[src/rtl/comparador_serial_pkg.sv]
// comparador_serial_pkg
//   Shared definitions for the bit-serial comparator: FSM state encoding,
//   select encodings and the default operand width.
package comparador_serial_pkg;

  typedef enum logic [1:0] {
    IDLE  = 2'd0,
    SHIFT = 2'd1,
    DONE  = 2'd2
  } state_t;

  localparam logic SEL_IGUAL     = 1'b0;  // resultado = (A == B)
  localparam logic SEL_DIFERENTE = 1'b1;  // resultado = (A != B)

  localparam int DEFAULT_WIDTH = 3;

endpackage

[src/rtl/comparador_serial_deserializador.sv]
// serial_deserializador
//   Reassembles one serial line into a parallel word. The incoming bit is
//   written at the position given by index (LSB first); all other bits hold.
//   Ports:
//     clk      rising-edge clock
//     rst_n    asynchronous active-low reset (word -> 0)
//     clear    synchronous clear of the whole word (new comparison)
//     shift_en write bit_in at position index this cycle
//     bit_in   serial data bit
//     index    destination bit position (only values < WIDTH are written)
//     word     reassembled word
module serial_deserializador #(
  parameter int WIDTH = 3,
  parameter int CW    = $clog2(WIDTH + 1)
) (
  input  logic             clk,
  input  logic             rst_n,
  input  logic             clear,
  input  logic             shift_en,
  input  logic             bit_in,
  input  logic [CW-1:0]    index,
  output logic [WIDTH-1:0] word
);

  // One flop per bit with its own decode, so an index outside the word
  // can never produce an out-of-range write.
  for (genvar gi = 0; gi < WIDTH; gi++) begin : g_bit
    always_ff @(posedge clk or negedge rst_n) begin
      if (!rst_n) begin
        word[gi] <= 1'b0;
      end else if (clear) begin
        word[gi] <= 1'b0;
      end else if (shift_en && (index == CW'(gi))) begin
        word[gi] <= bit_in;
      end
    end
  end

endmodule

[src/rtl/comparador_serial.sv]
// comparador_serial
//   Bit-serial equality/difference comparator. Operands A and B arrive one
//   bit per cycle (LSB first); after WIDTH accepted bits the result is
//   published with a one-cycle done pulse.
//   Optional feature macro: COMP_EARLY_EXIT_EN -- when defined, the first
//   accepted bit pair that differs ends the comparison immediately.
//   Ports:
//     clk, rst_n          clock, asynchronous active-low reset
//     start, sel          begin comparison / 0 = equality, 1 = difference
//     bit_valid           a_bit/b_bit valid this cycle
//     a_bit, b_bit        serial operand bits
//     busy                high in SHIFT and DONE
//     done                one-cycle pulse when resultado updates
//     resultado           comparison result, held until next done
//     a_word, b_word      reassembled operands
//     bit_count           bits accepted in the current comparison
module comparador_serial
  import comparador_serial_pkg::*;
#(
  parameter int WIDTH = DEFAULT_WIDTH,
  parameter int CW    = $clog2(WIDTH + 1)
) (
  input  logic             clk,
  input  logic             rst_n,
  input  logic             start,
  input  logic             sel,
  input  logic             bit_valid,
  input  logic             a_bit,
  input  logic             b_bit,
  output logic             busy,
  output logic             done,
  output logic             resultado,
  output logic [WIDTH-1:0] a_word,
  output logic [WIDTH-1:0] b_word,
  output logic [CW-1:0]    bit_count
);

  state_t state;
  logic   sel_q;
  logic   diff;

  logic accept;
  logic clear;
  logic diff_next;
  logic last_bit;
  logic finish;

  assign accept    = (state == SHIFT) && bit_valid;
  assign clear     = (state == IDLE) && start;
  assign diff_next = diff | (a_bit ^ b_bit);
  assign last_bit  = (bit_count == CW'(WIDTH - 1));

`ifdef COMP_EARLY_EXIT_EN
  // A differing bit pair already decides the outcome for either select.
  assign finish = last_bit || (a_bit ^ b_bit);
`else
  assign finish = last_bit;
`endif

  always_ff @(posedge clk or negedge rst_n) begin
    if (!rst_n) begin
      state     <= IDLE;
      sel_q     <= SEL_IGUAL;
      diff      <= 1'b0;
      bit_count <= '0;
      busy      <= 1'b0;
      done      <= 1'b0;
      resultado <= 1'b0;
    end else begin
      case (state)
        IDLE: begin
          done <= 1'b0;
          if (start) begin
            sel_q     <= sel;
            diff      <= 1'b0;
            bit_count <= '0;
            busy      <= 1'b1;
            state     <= SHIFT;
          end
        end
        SHIFT: begin
          if (bit_valid) begin
            diff      <= diff_next;
            bit_count <= bit_count + 1'b1;
            if (finish) begin
              // Result is computed from diff_next so the final bit counts.
              resultado <= (sel_q == SEL_DIFERENTE) ? diff_next : ~diff_next;
              done      <= 1'b1;
              state     <= DONE;
            end
          end
        end
        DONE: begin
          done  <= 1'b0;
          busy  <= 1'b0;
          state <= IDLE;
        end
        default: begin
          done  <= 1'b0;
          busy  <= 1'b0;
          state <= IDLE;
        end
      endcase
    end
  end

  serial_deserializador #(.WIDTH(WIDTH), .CW(CW)) u_des_a (
    .clk      (clk),
    .rst_n    (rst_n),
    .clear    (clear),
    .shift_en (accept),
    .bit_in   (a_bit),
    .index    (bit_count),
    .word     (a_word)
  );

  serial_deserializador #(.WIDTH(WIDTH), .CW(CW)) u_des_b (
    .clk      (clk),
    .rst_n    (rst_n),
    .clear    (clear),
    .shift_en (accept),
    .bit_in   (b_bit),
    .index    (bit_count),
    .word     (b_word)
  );

endmodule

[config.mk]
export PLATFORM = sky130hd
export DESIGN_NAME = comparador_serial
export DESIGN_NICKNAME = d
export VERILOG_FILES = /design/src/rtl/comparador_serial_pkg.sv /design/src/rtl/comparador_serial_deserializador.sv /design/src/rtl/comparador_serial.sv
export SDC_FILE = /design/constraint.sdc
export NUM_CORES = 1
export LEC_CHECK = 0
export BUFFER_PORTS_ARGS = -buffer_cell sky130_fd_sc_hd__buf_2
export CAP_MARGIN = 20
export CORE_MARGIN = 5
export CORE_UTILIZATION = 53
export DETAILED_ROUTE_END_ITERATION = 10
export PLACE_DENSITY = 0.79
export SYNTH_ARGS = -nofsm -noshare
export SYNTH_HDL_FRONTEND = slang
export SYNTH_HIERARCHICAL = 1
export SYNTH_SLANG_ARGS = --single-unit
export TNS_END_PERCENT = 100
[constraint.sdc]
create_clock -name clk -period 2.8 [get_ports clk]
set_clock_uncertainty 0.2 [all_clocks]
set_input_delay 0.14 -clock clk [delete_from_list [all_inputs] [get_ports clk]]
set_output_delay 0.14 -clock clk [all_outputs]
set_load 0.01 [all_outputs]
# Word-level counts from Yosys, hierarchy flattened
# Cells that the tools add are included.
totals:
  ff_bits: 15
  input_bits: 7
  wordCells: 69
op_classes:
  add_sub_neg: 1
  eq_ne: 6
  muxes: 28
  n_bitwise: 4
  reduce_logical: 17
op_table:
  columns: ["cell", "n"]
  rows:
  - ["1-bit two-way mux", 19]
  - ["2-bit two-way mux", 5]
  - ["3-bit AND reduction", 3]
  - ["2-bit one-hot mux with 2 select lines", 2]
  - ["2-bit nonzero test", 4]
  - ["2-bit != test (second input constant)", 3]
  - ["2-bit AND reduction", 3]
  - ["1-bit logical AND", 5]
  - ["2-bit by 1-bit equality test with 1-bit output (second input constant)", 2]
  - ["2-bit logical NOT", 2]
  - ["1-bit one-hot mux with 2 select lines", 2]
  - ["2-bit by 1-bit adder with 2-bit output (second input constant)", 1]
  - ["2-bit equality test (second input constant)", 1]
  - ["1-bit inverter", 2]
  - ["1-bit OR", 1]
  - ["1-bit bitwise XOR", 1]

# Logic depth before layout (Yosys ltp)
logic_depth:
  depth_word: 5
  mapped_depth: 5

# Hierarchy
# The synthesis kept the hierarchy.
by_module_without_submodules:
  columns: ["mod", "n_inst", "cells_each", "area_per_inst_um2"]
  rows:
  - ["comparador_serial", 1, 35, 412.9]
  - ["serial_deserializador", 2, 13, 157.7]

# Worst setup path before layout
# OpenSTA, ideal clock, no wires.
synth_path:
  kind: "register -> register"
  from: "register state[0]"
  to: "register u_des_a.word[0]"
  setup_time_ns: 0.079
  arrival_ns: 1.196
  t_required_ns: 2.521
  slack_ns: 1.324
  path_stages_with_launch: 5
  n_path_buf: 0
  synth_period_minus_slack_ns: 1.476
  path_cell_list: "dfrtp_1 -> inv_1 -> nor3b_2 -> nor3b_2 -> mux2i_1"
synth_via:
  elab_chain_cells: 4
  elab_cells_between_ends: 7
  cone_classes: "eq/ne (1); mux (1); reduce/logical (5)"
synth_lines:
  columns: ["item", "line", "rtl"]
  rows:
  - ["from (decl)", "comparador_serial.sv:38", "state_t state;"]
  - ["from (signal assigned)", "comparador_serial.sv:62", "state <= IDLE;"]
  - ["from (signal assigned)", "comparador_serial.sv:78", "state <= SHIFT;"]
  - ["from (signal assigned)", "comparador_serial.sv:89", "state <= DONE;"]
  - ["2-bit by 1-bit equality test with 1-bit output", "comparador_serial.sv:48", "assign accept = (state == SHIFT) && bit_valid;"]
  - ["1-bit logical AND", "comparador_serial.sv:48", null]
  - ["net accept", "comparador_serial.sv:42", "logic accept;"]
  - ["1-bit logical AND", "comparador_serial_deserializador.sv:33", "end else if (shift_en && (index == CW'(gi))) begin"]
  - ["2-bit nonzero test (no source line)", null, null]
  - ["to (signal, indexed assignment)", "comparador_serial_deserializador.sv:34", "word[gi] <= bit_in;"]
  - ["to (decl)", "comparador_serial_deserializador.sv:22", "output logic [WIDTH-1:0] word"]
# The timed path passes the listed nets, and every way through them passes these cells.
# A chain may end at the register's enable or synchronous reset.

# Worst setup path in the final report
layout_path:
  from: "register state[0]"
  to: "register u_des_b.word[0]"
layout_via:
  elab_chain_cells: 4
  elab_cells_between_ends: 7
  cone_classes: "eq/ne (1); mux (1); reduce/logical (5)"
layout_lines:
  columns: ["item", "line"]
  rows:
  - ["2-bit by 1-bit equality test with 1-bit output", "comparador_serial.sv:48"]
  - ["1-bit logical AND", "comparador_serial.sv:48"]
  - ["net accept", "comparador_serial.sv:42"]
  - ["1-bit logical AND", "comparador_serial_deserializador.sv:33"]
  - ["2-bit nonzero test (no source line)", null]
  - ["to (signal, indexed assignment)", "comparador_serial_deserializador.sv:34"]
  - ["to (decl)", "comparador_serial_deserializador.sv:22"]
# The timed path passes the listed nets, and every way through them passes these cells.

==> results.sh <==
export IMPL_postLayoutCellArea_um2=908
export IMPL_setup_ws_ns=1.06
export IMPL_p_per_area_nw_per_um2=1020
export IMPL_pre_cts_ws_ns=1.09
export IMPL_swShare_pct=38.0
export IMPL_synth_warnings=6
export IMPL_clock_latency_ns=0.28
export IMPL_synth_avg_cell_area_um2=11.9
export IMPL_totalWireLength_um=1420
export IMPL_dieArea_um2=2220
export IMPL_final_cell_mix="17 x buf_2, 15 x dfrtp_1, 9 x nand2b_1"
export IMPL_gp_congestion=0.757
export IMPL_antenna_found_initial=0
export IMPL_hp_class="primary input to flip-flop"
export IMPL_ios=18
export IMPL_tritoncts="done"
export IMPL_period_share_pct=62.3
export IMPL_cap_violations=0
export IMPL_finalHoldViolCount=0
export IMPL_rsz0062_at_grt="no"
export IMPL_tightest_slew_ns=0.497
export IMPL_port_buffers=17
export IMPL_cts_sinks=15
export IMPL_internal_power_mw=0.575
export IMPL_max_freq_ghz=0.573
export IMPL_setup_violations_final=0
export IMPL_numCtsBuffers=3
export IMPL_cts_setup_buffers=0
export IMPL_hpwl_um=988
export IMPL_slowest_stage="dfrtp_1"
export IMPL_critPathKind="flip-flop to flip-flop"
export IMPL_netlist_instances=61
export IMPL_synth_edff_count=0
export IMPL_required_ns=2.80
export IMPL_die_w_um=47.1
export IMPL_first_pass_iters=4
export IMPL_diodes=0
export IMPL_wl_per_cell_um=13.9
export IMPL_grt_usage_pct=15.6
export IMPL_holdWs_ns=0.0256
export IMPL_final_common_cell="buf_2"
export IMPL_power_net_switching_mw=0.352
export IMPL_fin_crit_ns=1.74
export IMPL_overflow=0
export IMPL_synth_seq_cells=15
export IMPL_cts_buffer_depth=2
export IMPL_seq_area_frac_synth_pct=51.5
export IMPL_start_util_pct=56.0
export IMPL_layout_nets=96
export IMPL_cpMostUsedCell="nor3b_2"
export IMPL_grt_pass1_vias=562
export IMPL_die_y_um=47.1
export IMPL_cts_root_buf="clkbuf_4"
export IMPL_crit_path_start_kind="flip-flop"
export IMPL_crit_fanout=7
export IMPL_htreeDepth=1
export IMPL_ys_types=21
export IMPL_synthFlopType="dfrtp_1"
export IMPL_seqPwrFrac_pct=43.9
export IMPL_outcome="completed"
export IMPL_dpl_instance_area_um2=832
export IMPL_finalSetupTns_ns=0
export IMPL_slew_headroom_pct=66.7
export IMPL_drt_first_iter_violations=16
export IMPL_cp_arrival_ns=1.74
export IMPL_combPwrFrac_pct=42.9
export IMPL_final_antenna_net_count=0
export IMPL_clk_pin_slew_ns=0.09
export IMPL_clockPowerShare_pct=13.1
export IMPL_ir_worst_vdd_uv=616
export IMPL_drc=0
export IMPL_async_flop_share_pct=100
export IMPL_area_delta_synth_final_pct=24.7
export IMPL_coreArea_um2=1300
export IMPL_cp_end_kind="flip-flop"
export IMPL_report_final_slew_viol_count=0
export IMPL_p_leak_nw=0.459
export IMPL_grt_max_degree=16
export IMPL_vias=553
export IMPL_syn_area_um2=728
export IMPL_drive_above_1_share_pct=28.7
export IMPL_synth_fp_nets=69
export IMPL_cp_cell_sequence="inv_1 -> nor3b_2 -> nor3b_2 -> mux2i_1"
export IMPL_row_count=13
export IMPL_vias_per_cell=5.42
export IMPL_critPathMaxStageDelay_ns=0.47
export IMPL_grt_pass1_wl_um=2350
-- final cells by class --
| class | count | area, µm² |
|---|---|---|
| multi-input cells | 43 | 342 |
| clock buffers | 4 | 26.3 |
| repair buffers | 22 | 135 |
| flip-flops and latches | 15 | 375 |
| fillers | 109 | 393 |
| well taps | 15 | 18.8 |
| inverters | 3 | 11.3 |
-- stage by stage --
| step | power, mW | instances | util [%] |
|---|---|---|---|
| floorplan | 0.666 | 61 | - |
| global placement | 0.791 | 93 | 63.9 |
| detailed placement | 0.807 | 93 | 63.9 |
| CTS | 0.936 | 102 | 69.8 |
| global route | 1.01 | 102 | 69.8 |
| finish | 0.927 | 102 | 69.8 |
-- final timing paths --
| kind | startpoint | end | slack [ns] | cells after the start |
|---|---|---|---|---|
| max in group asynchronous | rst_n | u_des_a/word[2] | 2.09 | 2 |
| min reg2reg | sel_q | sel_q | 0.33 | 1 |
| max | state[0] | u_des_b/word[0] | 1.06 | 4 |
| min | a_bit | u_des_a/word[0] | 0.03 | 3 |
| max reg2reg | state[0] | u_des_b/word[0] | 1.06 | 4 |
| min in group asynchronous | rst_n | diff | 0.07 | 2 |
-- worst max-delay path, delay by kind of cell (launching register included) --
kind	cells	cell delay [ns]
mux	1	0.23
buf+inv	1	0.12
simple gates	2	0.65
flops	1	0.47
-- synth_stat cells, drive strengths merged, types with 2 or more instances --
cell type,n,area (µm²)
a31oi,2,12.5
inv,3,11.3
nor3b,4,50.1
mux2i,7,70.1
nor2,2,7.51
nand3b,4,30.0
nand2b,9,56.3
a21oi,2,10.0
a22o,2,17.5
dfrtp,15,375
-- timing repair --
| item | in CTS | in global routing |
|---|---|---|
| endpoints found under the hold margin | 20 | 0 |
| hold buffers | 5 | 0 |
| resized for setup | 0 | 0 |
-- metal layers --
metal / global-route usage, % / part of all wire [%]
met1: 18.1 / 45
met3: 5.36 / 7.0
met4: 8.84 / 0.85
met5: 0 / 0
met2: 24.9 / 48
-- state kept, by name (all words and copies together), names as in the netlist, 2 cells and up --
signal / count
u_des_a/word: 3
u_des_b/word: 3
state: 2
bit_count: 2
-- cell families (layout without fill, tap and decap cells) --
| group | after synthesis | in the layout | share of synthesized area [%] |
|---|---|---|---|
| and+or+nand+nor | 23 | 23 | 23.5 |
| DFF | 15 | 15 | 51.5 |
| AOI/OAI and AO/OA | 10 | 10 | 9.28 |
| muxes | 8 | 8 | 11.2 |
| buffers and inverters | 3 | 29 | 1.55 |
| adders and majority gates | 1 | 1 | 1.72 |
| xor gates and xnor gates | 1 | 1 | 1.20 |
-- power groups by stage --
stage	clock, mW	sequential [mW]	combinational [mW]
after CTS	0.126	0.409	0.401
after global placement	0	0.410	0.381
after floorplan	0	0.439	0.228
final	0.122	0.407	0.398
after detailed placement	0	0.413	0.393
after global routing	0.138	0.426	0.442
(Power assumes the default switching activity.)
